<file path="config.mk">
export PLATFORM = sky130hd
export DESIGN_NAME = pulse_frame_receiver
export DESIGN_NICKNAME = d
export VERILOG_FILES = /design/src/rtl/pulse_frame_receiver.sv
export SDC_FILE = /design/constraint.sdc
export NUM_CORES = 1
export LEC_CHECK = 0
export ABC_AREA = 1
export ABC_CLOCK_PERIOD_IN_PS = 4400
export BUFFER_PORTS_ARGS = -buffer_cell sky130_fd_sc_hd__buf_2
export CORE_UTILIZATION = 55
export DETAILED_ROUTE_END_ITERATION = 8
export HOLD_SLACK_MARGIN = 0.15
export PLACE_DENSITY = 0.81
export SLEW_MARGIN = 20
export SYNTH_ARGS = -nofsm -noshare
export SYNTH_HDL_FRONTEND = slang
export SYNTH_SLANG_ARGS = --single-unit
</file>
<file path="constraint.sdc">
create_clock -name clock -period 4.4 [get_ports clock]
set_input_delay 0.22 -clock clock [delete_from_list [all_inputs] [get_ports clock]]
set_output_delay 0.22 -clock clock [all_outputs]
set_load 0.02 [all_outputs]
</file>
<file path="src/rtl/pulse_frame_receiver.sv">
// Frame-locking serial-to-parallel receiver: hunts for a programmable frame
// word, then strobes each aligned frame with its popcount and match/error stats.
module pulse_frame_receiver #(
  parameter int WIDTH      = 16,
  parameter int LOSS_LIMIT = 3
) (
  input  logic                       clock,
  input  logic                       reset,
  input  logic                       serial_in,
  input  logic                       enable,
  input  logic [WIDTH-1:0]           pattern,
  output logic                       frame_valid,
  output logic [WIDTH-1:0]           frame_word,
  output logic [$clog2(WIDTH+1)-1:0] ones_count,
  output logic                       locked,
  output logic [7:0]                 match_count,
  output logic [7:0]                 error_count
);

  localparam int CW = $clog2(WIDTH + 1);
  localparam int BW = $clog2(WIDTH);
  localparam int MW = 4;

  typedef enum logic [0:0] {
    ST_HUNT   = 1'b0,
    ST_LOCKED = 1'b1
  } state_e;

  function automatic logic [CW-1:0] popcount(input logic [WIDTH-1:0] v);
    logic [CW-1:0] n;
    n = '0;
    for (int i = 0; i < WIDTH; i++) begin
      n = n + CW'(v[i]);
    end
    return n;
  endfunction

  function automatic logic [7:0] sat_inc(input logic [7:0] c);
    return (c == 8'hFF) ? c : c + 8'd1;
  endfunction

  state_e           state_q, state_d;
  logic [WIDTH-1:0] sr_q, sr_d;
  logic [CW-1:0]    fill_q, fill_d;
  logic [BW-1:0]    bit_cnt_q, bit_cnt_d;
  logic [MW-1:0]    miss_cnt_q, miss_cnt_d;
  logic             frame_valid_q, frame_valid_d;
  logic [WIDTH-1:0] frame_word_q, frame_word_d;
  logic [CW-1:0]    ones_count_q, ones_count_d;
  logic             locked_q, locked_d;
  logic [7:0]       match_count_q, match_count_d;
  logic [7:0]       error_count_q, error_count_d;

  logic [WIDTH-1:0] nsr;
  logic             fill_full;
  logic [MW-1:0]    miss_inc;

  // Next-state and output computation for the hunt/lock machine.
  always_comb begin
    state_d       = state_q;
    sr_d          = sr_q;
    fill_d        = fill_q;
    bit_cnt_d     = bit_cnt_q;
    miss_cnt_d    = miss_cnt_q;
    frame_valid_d = 1'b0;
    frame_word_d  = frame_word_q;
    ones_count_d  = ones_count_q;
    locked_d      = locked_q;
    match_count_d = match_count_q;
    error_count_d = error_count_q;
    nsr           = {sr_q[WIDTH-2:0], serial_in};
    // Full once the current sample is the WIDTH-th since reset.
    fill_full     = (fill_q >= CW'(WIDTH - 1));
    miss_inc      = miss_cnt_q + 4'd1;

    if (enable) begin
      sr_d = nsr;
      if (fill_q != CW'(WIDTH)) begin
        fill_d = fill_q + CW'(1);
      end else begin
        fill_d = fill_q;
      end

      case (state_q)
        ST_HUNT: begin
          if (fill_full && (nsr == pattern)) begin
            state_d       = ST_LOCKED;
            locked_d      = 1'b1;
            bit_cnt_d     = '0;
            miss_cnt_d    = '0;
            frame_valid_d = 1'b1;
            frame_word_d  = nsr;
            ones_count_d  = popcount(nsr);
            match_count_d = sat_inc(match_count_q);
          end else begin
            state_d = ST_HUNT;
          end
        end
        ST_LOCKED: begin
          if (bit_cnt_q == BW'(WIDTH - 1)) begin
            bit_cnt_d     = '0;
            frame_valid_d = 1'b1;
            frame_word_d  = nsr;
            ones_count_d  = popcount(nsr);
            if (nsr == pattern) begin
              match_count_d = sat_inc(match_count_q);
              miss_cnt_d    = '0;
            end else begin
              error_count_d = sat_inc(error_count_q);
              if (miss_inc == MW'(LOSS_LIMIT)) begin
                // Lock is dropped but sr/fill survive so hunting resumes immediately.
                state_d    = ST_HUNT;
                locked_d   = 1'b0;
                miss_cnt_d = '0;
              end else begin
                miss_cnt_d = miss_inc;
              end
            end
          end else begin
            bit_cnt_d = bit_cnt_q + BW'(1);
          end
        end
        default: begin
          state_d  = ST_HUNT;
          locked_d = 1'b0;
        end
      endcase
    end else begin
      frame_valid_d = 1'b0;
    end
  end

  // State and output registers with synchronous reset.
  always_ff @(posedge clock) begin
    if (reset) begin
      state_q       <= ST_HUNT;
      sr_q          <= '0;
      fill_q        <= '0;
      bit_cnt_q     <= '0;
      miss_cnt_q    <= '0;
      frame_valid_q <= 1'b0;
      frame_word_q  <= '0;
      ones_count_q  <= '0;
      locked_q      <= 1'b0;
      match_count_q <= 8'd0;
      error_count_q <= 8'd0;
    end else begin
      state_q       <= state_d;
      sr_q          <= sr_d;
      fill_q        <= fill_d;
      bit_cnt_q     <= bit_cnt_d;
      miss_cnt_q    <= miss_cnt_d;
      frame_valid_q <= frame_valid_d;
      frame_word_q  <= frame_word_d;
      ones_count_q  <= ones_count_d;
      locked_q      <= locked_d;
      match_count_q <= match_count_d;
      error_count_q <= error_count_d;
    end
  end

  assign frame_valid = frame_valid_q;
  assign frame_word  = frame_word_q;
  assign ones_count  = ones_count_q;
  assign locked      = locked_q;
  assign match_count = match_count_q;
  assign error_count = error_count_q;

endmodule

</file>
Word-level counts from Yosys, hierarchy flattened:

Index checks and enable logic that the tools add are counted.

* input port bits: 20
* logic and storage cells: 85
* output and inout bits: 39
* bits in registers: 68

* magnitude comparators: 1
* reductions and logical operators: 8
* muxes and demuxes: 30
* eq/ne operators: 11
* add/subtract/negate cells: 20
* bitwise operators: 4

Operators with widths (count)
* adder 5 x 1 -> 5 bit: 11
* 2-to-1 mux 16 bit: 2
* 2-to-1 mux 8 bit: 4
* one-hot mux 16 bit (2 select lines): 1
* 2-to-1 mux 4 bit: 5
* adder 8 x 1 -> 8 bit, second input constant: 2
* == test 16 bit: 1
* == test 8 bit, second input constant: 2
* one-hot mux 4 bit (2 select lines): 2
* one-hot mux 8 bit (2 select lines): 1
* 2-to-1 mux 5 bit: 2
* one-hot mux 5 bit (2 select lines): 1
* AND reduction 5 bit: 2
* 2-to-1 mux 1 bit: 9
* adder 4 x 1 -> 4 bit, second input constant: 2
* != test 2 x 1 -> 1 bit, second input constant: 3
* one-hot mux 1 bit (2 select lines): 3
* adder 4 x 1 -> 5 bit: 1
* adder 5 x 1 -> 5 bit, second input constant: 1
* >= comparator 5 x 4 -> 1 bit, second input constant: 1
* != test 5 bit, second input constant: 1
* adder 3 x 1 -> 4 bit: 1
* == test 4 x 2 -> 1 bit, second input constant: 1
* == test 4 bit, second input constant: 1
* 9 further kinds: 14

Longest topological paths before layout:

* depth in word-level cells: 17
* depth in mapped cells: 14
* gate-level depth less buffers: 14

Worst setup path before layout:

Ideal clock, no wire load.

* path kind: flip-flop to flip-flop
* from: register sr_q[10]
* to: register ones_count_q[4] (netlist: ones_count[4])
* library setup time: 0.115 ns
* clock period less this slack: 3.282 ns
* required time: 4.285 ns
* buffers on the path: 0
* stages on the path, launching flop included: 13
* path slack: 1.118 ns
* arrival: 3.167 ns
* cell sequence: dfxtp_1 inv_2 fa_1 fa_1 fa_1 fa_1 inv_1 ha_1 fa_1 nand2_1 nand2_1 nand2_1 o21ai_2

* cells in the longest elaborated chain, start to end: 7
* elaborated cells on any way between the ends: 12
* classes of those cells: add/sub (5); eq/ne (2); mux (3); reduce/logical (2)

RTL lines
* from (decl): line 43 `logic [WIDTH-1:0] sr_q, sr_d;`
* from (signal assigned): line 149 `sr_q <= sr_d;`
* adder 5 x 1 -> 5 bit (5 in a row): line 33 `n = n + CW'(v[i]);`
* 2-to-1 mux 5 bit (on tied branches): line 100, 86
* one-hot mux 5 bit (2 select lines): line 84 `case (state_q)`
* to (signal assigned): line 155 `ones_count_q <= ones_count_d;`
* to (decl): line 49 `logic [CW-1:0] ones_count_q, ones_count_d;`

Parallel ways exist; a longest one is shown, timed or not. The select of a mux whose other input is x is not followed.
A chain may end at the register's enable or synchronous reset.

Worst setup path in the final report:

* from: register sr_q[0]
* to: register ones_count_q[4] (netlist: ones_count[4])

* cells in the longest elaborated chain, start to end: 17
* elaborated cells on any way between the ends: 22
* classes of those cells: add/sub (15); eq/ne (2); mux (3); reduce/logical (2)

RTL lines (line)
* adder 1 x 1 -> 2 bit: 33
* adder 2 x 1 -> 3 bit: 33
* adder 3 x 1 -> 4 bit: 33
* adder 4 x 1 -> 5 bit: 33
* adder 5 x 1 -> 5 bit (11 in a row): 33
* 2-to-1 mux 5 bit (on tied branches): 100, 86
* one-hot mux 5 bit (2 select lines): 84

Parallel ways exist; a longest one is shown, timed or not. The select of a mux whose other input is x is not followed.

==> results.toml <==
[floorplan]
ios = 59
core_um2 = 6314
die_area_um2 = 6849
std_cell_rows = 29
die_h_um = 82.76
start_util_pct = 56.82
dieWidth_um = 82.76

[clock_tree]
cts_tree = "yes"
clock_latency_ps = 340
numClockSinks = 68
cts_hold_buffers = 0
postCtsSetupRepairBufs = 0
clk_pin_slew_ps = 70
h-tree-depth = 3
cts_inserted_buffers = 9
cts_buffer_depth = 2
cts_resized = 0
cts_root_buf = "clkbuf_8"

[timing]
finalSetupViolations = 0
rsz0062_at_grt = "false"
period_minus_slack_ps = 3456
tns_ps = 0
max_slew_margin_pct = 27.36
slew_violations = 0
fmax_mhz = 289.4
period_share_pct = 78.54
tightestPinTransition_ps = 1088
finalHoldViolations = 0
fin_skew_ps = 5.015

[layout]
stdcell_count = 613
diodes = 0
area_delta_synth_final_pct = 13.78
drive_gt1_share_pct = 21.27
utilization_pct = 64.65
finalNetCount = 575

[setup_path]
critPathMaxFanout = 4
cp.arrival_ps = 3690
startpoint_type = "flip-flop"
critPathCaptureType = "flip-flop"
cp.required_ps = 4630
crit_type = "flip-flop to flip-flop"

[synthesis]
synthXorXnorAreaFrac_pct = 2.442
ys_async_sr_fraction_pct = 0
synth_top_family_by_area = "simple AND/OR/NAND/NOR gates"
synth_edf_count = 0
synth_cells = 479
synthMuxAreaShare_pct = 0
yosys_warnings = 0
yosys.area_share.adder_pct = 10.12
seq_area_frac_synth_pct = 37.95
synth-seq-cells = 68
synthFlopType = "dfxtp_1"
syn_nets = 522
synth_cell_types = 36
netlist_area_um2 = 3587
synth_compound_gate_area_share_pct = 14.48
synth-simple-area-share_pct = 24.83
syn_avg_cell_area_um2 = 7.489

[route]
drt_iter0_markers = 157
drt_wl_total_um = 7782
ant_nets = 0
drc_errors = 0
viasPerCell = 5.220
vias = 3200
firstDrtPassIters = 4
wire_per_inst_um = 12.69

[grt]
grt_pass1_wl_um = 12500
grt_max_degree = 36
overflow = 0
grt_use_total_pct = 24.39
antenna_found_initial = 0
grt_pass1_vias = 3007

[hold_path]
hold_class = "input pin to flip-flop"

[power]
leakage_nw = 1.939
ir_drop_mv = 0.1801
cellPowerDensity_nw_per_um2 = 327.7

[outcome]
status = "finished clean"

[placement]
place_hpwl_um = 5606
routabilityCongestion = 0.8253
portBuffers = 58
dp.cells = 598

[run]
maxCapViolCount = 0
-- critical path, stage by stage, from the launching register on --
cell	delay, ps
dfxtp_1	370
inv_2	80
fa_1	510
fa_1	540
fa_1	430
fa_1	490
inv_1	50
ha_1	210
fa_1	410
nand2_1	80
nand2_1	50
nand2_1	70
o21ai_2	50
-- cell type report --
| cell class | count | area (um^2) |
|---|---|---|
| clock buffers | 14 | 182.7 |
| clock inverters | 1 | 5.005 |
| fillers | 579 | 2232 |
| inverters | 74 | 277.8 |
| multi-input cells | 320 | 1861 |
| flip-flops and latches | 68 | 1361 |
| well taps | 77 | 96.34 |
| repair buffers | 59 | 297.8 |
-- cell usage after synthesis, types with 2 or more instances --
cell type | instances | area share (%)
o21ai_1 | 6 | 0.84
inv_1 | 58 | 6.1
buf_2 | 3 | 0.42
xnor2_1 | 5 | 1.2
nand3_1 | 41 | 5.7
xor2_1 | 5 | 1.2
o21ai_2 | 14 | 3.4
nor3b_1 | 2 | 0.42
o22ai_1 | 2 | 0.35
inv_2 | 16 | 1.7
nand4_1 | 4 | 0.70
nor2_4 | 3 | 0.94
nand2_1 | 91 | 9.5
nor3_1 | 9 | 1.3
a21oi_1 | 31 | 4.3
fa_1 | 10 | 5.6
nand2_4 | 2 | 0.63
ha_1 | 13 | 4.5
clkbuf_1 | 9 | 0.94
buf_6 | 2 | 0.63
nand2_2 | 3 | 0.52
dfxtp_1 | 68 | 38
nor2_1 | 41 | 4.3
o21ai_0 | 29 | 4.0
-- cells in the final DEF, fill, tap and decap left out --
master    count
a211oi_1      1
a21boi_0      1
a21oi_1      31
a21oi_4       1
buf_2        58
buf_4         1
clkbuf_1      1
clkbuf_8     13
clkinv_2      1
dfxtp_1      68
fa_1         10
ha_1         13
inv_1        58
inv_2        16
nand2_1      91
nand2_2       3
nand2_4       2
nand3_1      41
nand3_4       1
nand4_1       4
nor2_1       41
nor2_4        3
nor3_1        9
nor3b_1       2
nor4_1        1
o211ai_1      1
o21a_1        1
o21ai_0      29
o21ai_1       6
o21ai_2      14
o21bai_1      1
o22ai_1       2
or2_2         1
xnor2_1       5
xor2_1        5
-- cells by family (layout without fill, tap and decap cells) --
family	after synthesis	in the layout
buf+inv	91	148
xor+xnor	10	10
compound gates	88	88
simple gates	199	199
flops	68	68
fa+ha+maj	23	23
-- metrics by stage --
stage	power, mW	hold WS, ps	cell area, um^2	setup WS (ps)
2_1_floorplan	0.8035	387.3	3587	1118
3_3_place_gp	0.8416	459.3	3894	1027
3_5_place_dp	0.8577	464.7	3894	966.1
4_1_cts	1.345	165.8	4081	968.1
5_1_grt	1.405	172.2	4081	804.4
6_report	1.338	183.5	4081	944.3
-- path summary, 6_finish.rpt --
kind / from / to / slack [ps] / cells after the start
max reg2reg: sr_q[0] / ones_count[4] / 940 / 12
min reg2reg: ones_count[0] / ones_count[0] / 470 / 2
max: sr_q[0] / ones_count[4] / 940 / 12
min: serial_in / sr_q[0] / 180 / 3
-- sequential cells by signal, indices dropped and copies added, names as in the netlist --
register,cells
frame_word,16
sr_q,15
error_count,8
match_count,8
fill_q,5
ones_count,5
bit_cnt_q,4
miss_cnt_q,4
frame_valid,1
locked,1
state_q,1
-- per-layer routing --
layer / part of all wire, % / global-route usage (%) / up-vias
met4: 1.6 / 10.86 / 0
met2: 50 / 43.03 / 79
li1: - / - / 1634
met1: 43 / 26.26 / 1477
met3: 5.5 / 8.242 / 10
met5: 0 / 0 / -
-- report_power, final --
part           switching, mW  internal, mW
logic                  0.127        0.0814
registers             0.0112         0.627
clock network          0.228         0.263
No activity file was read; power rests on OpenSTA's default activity.
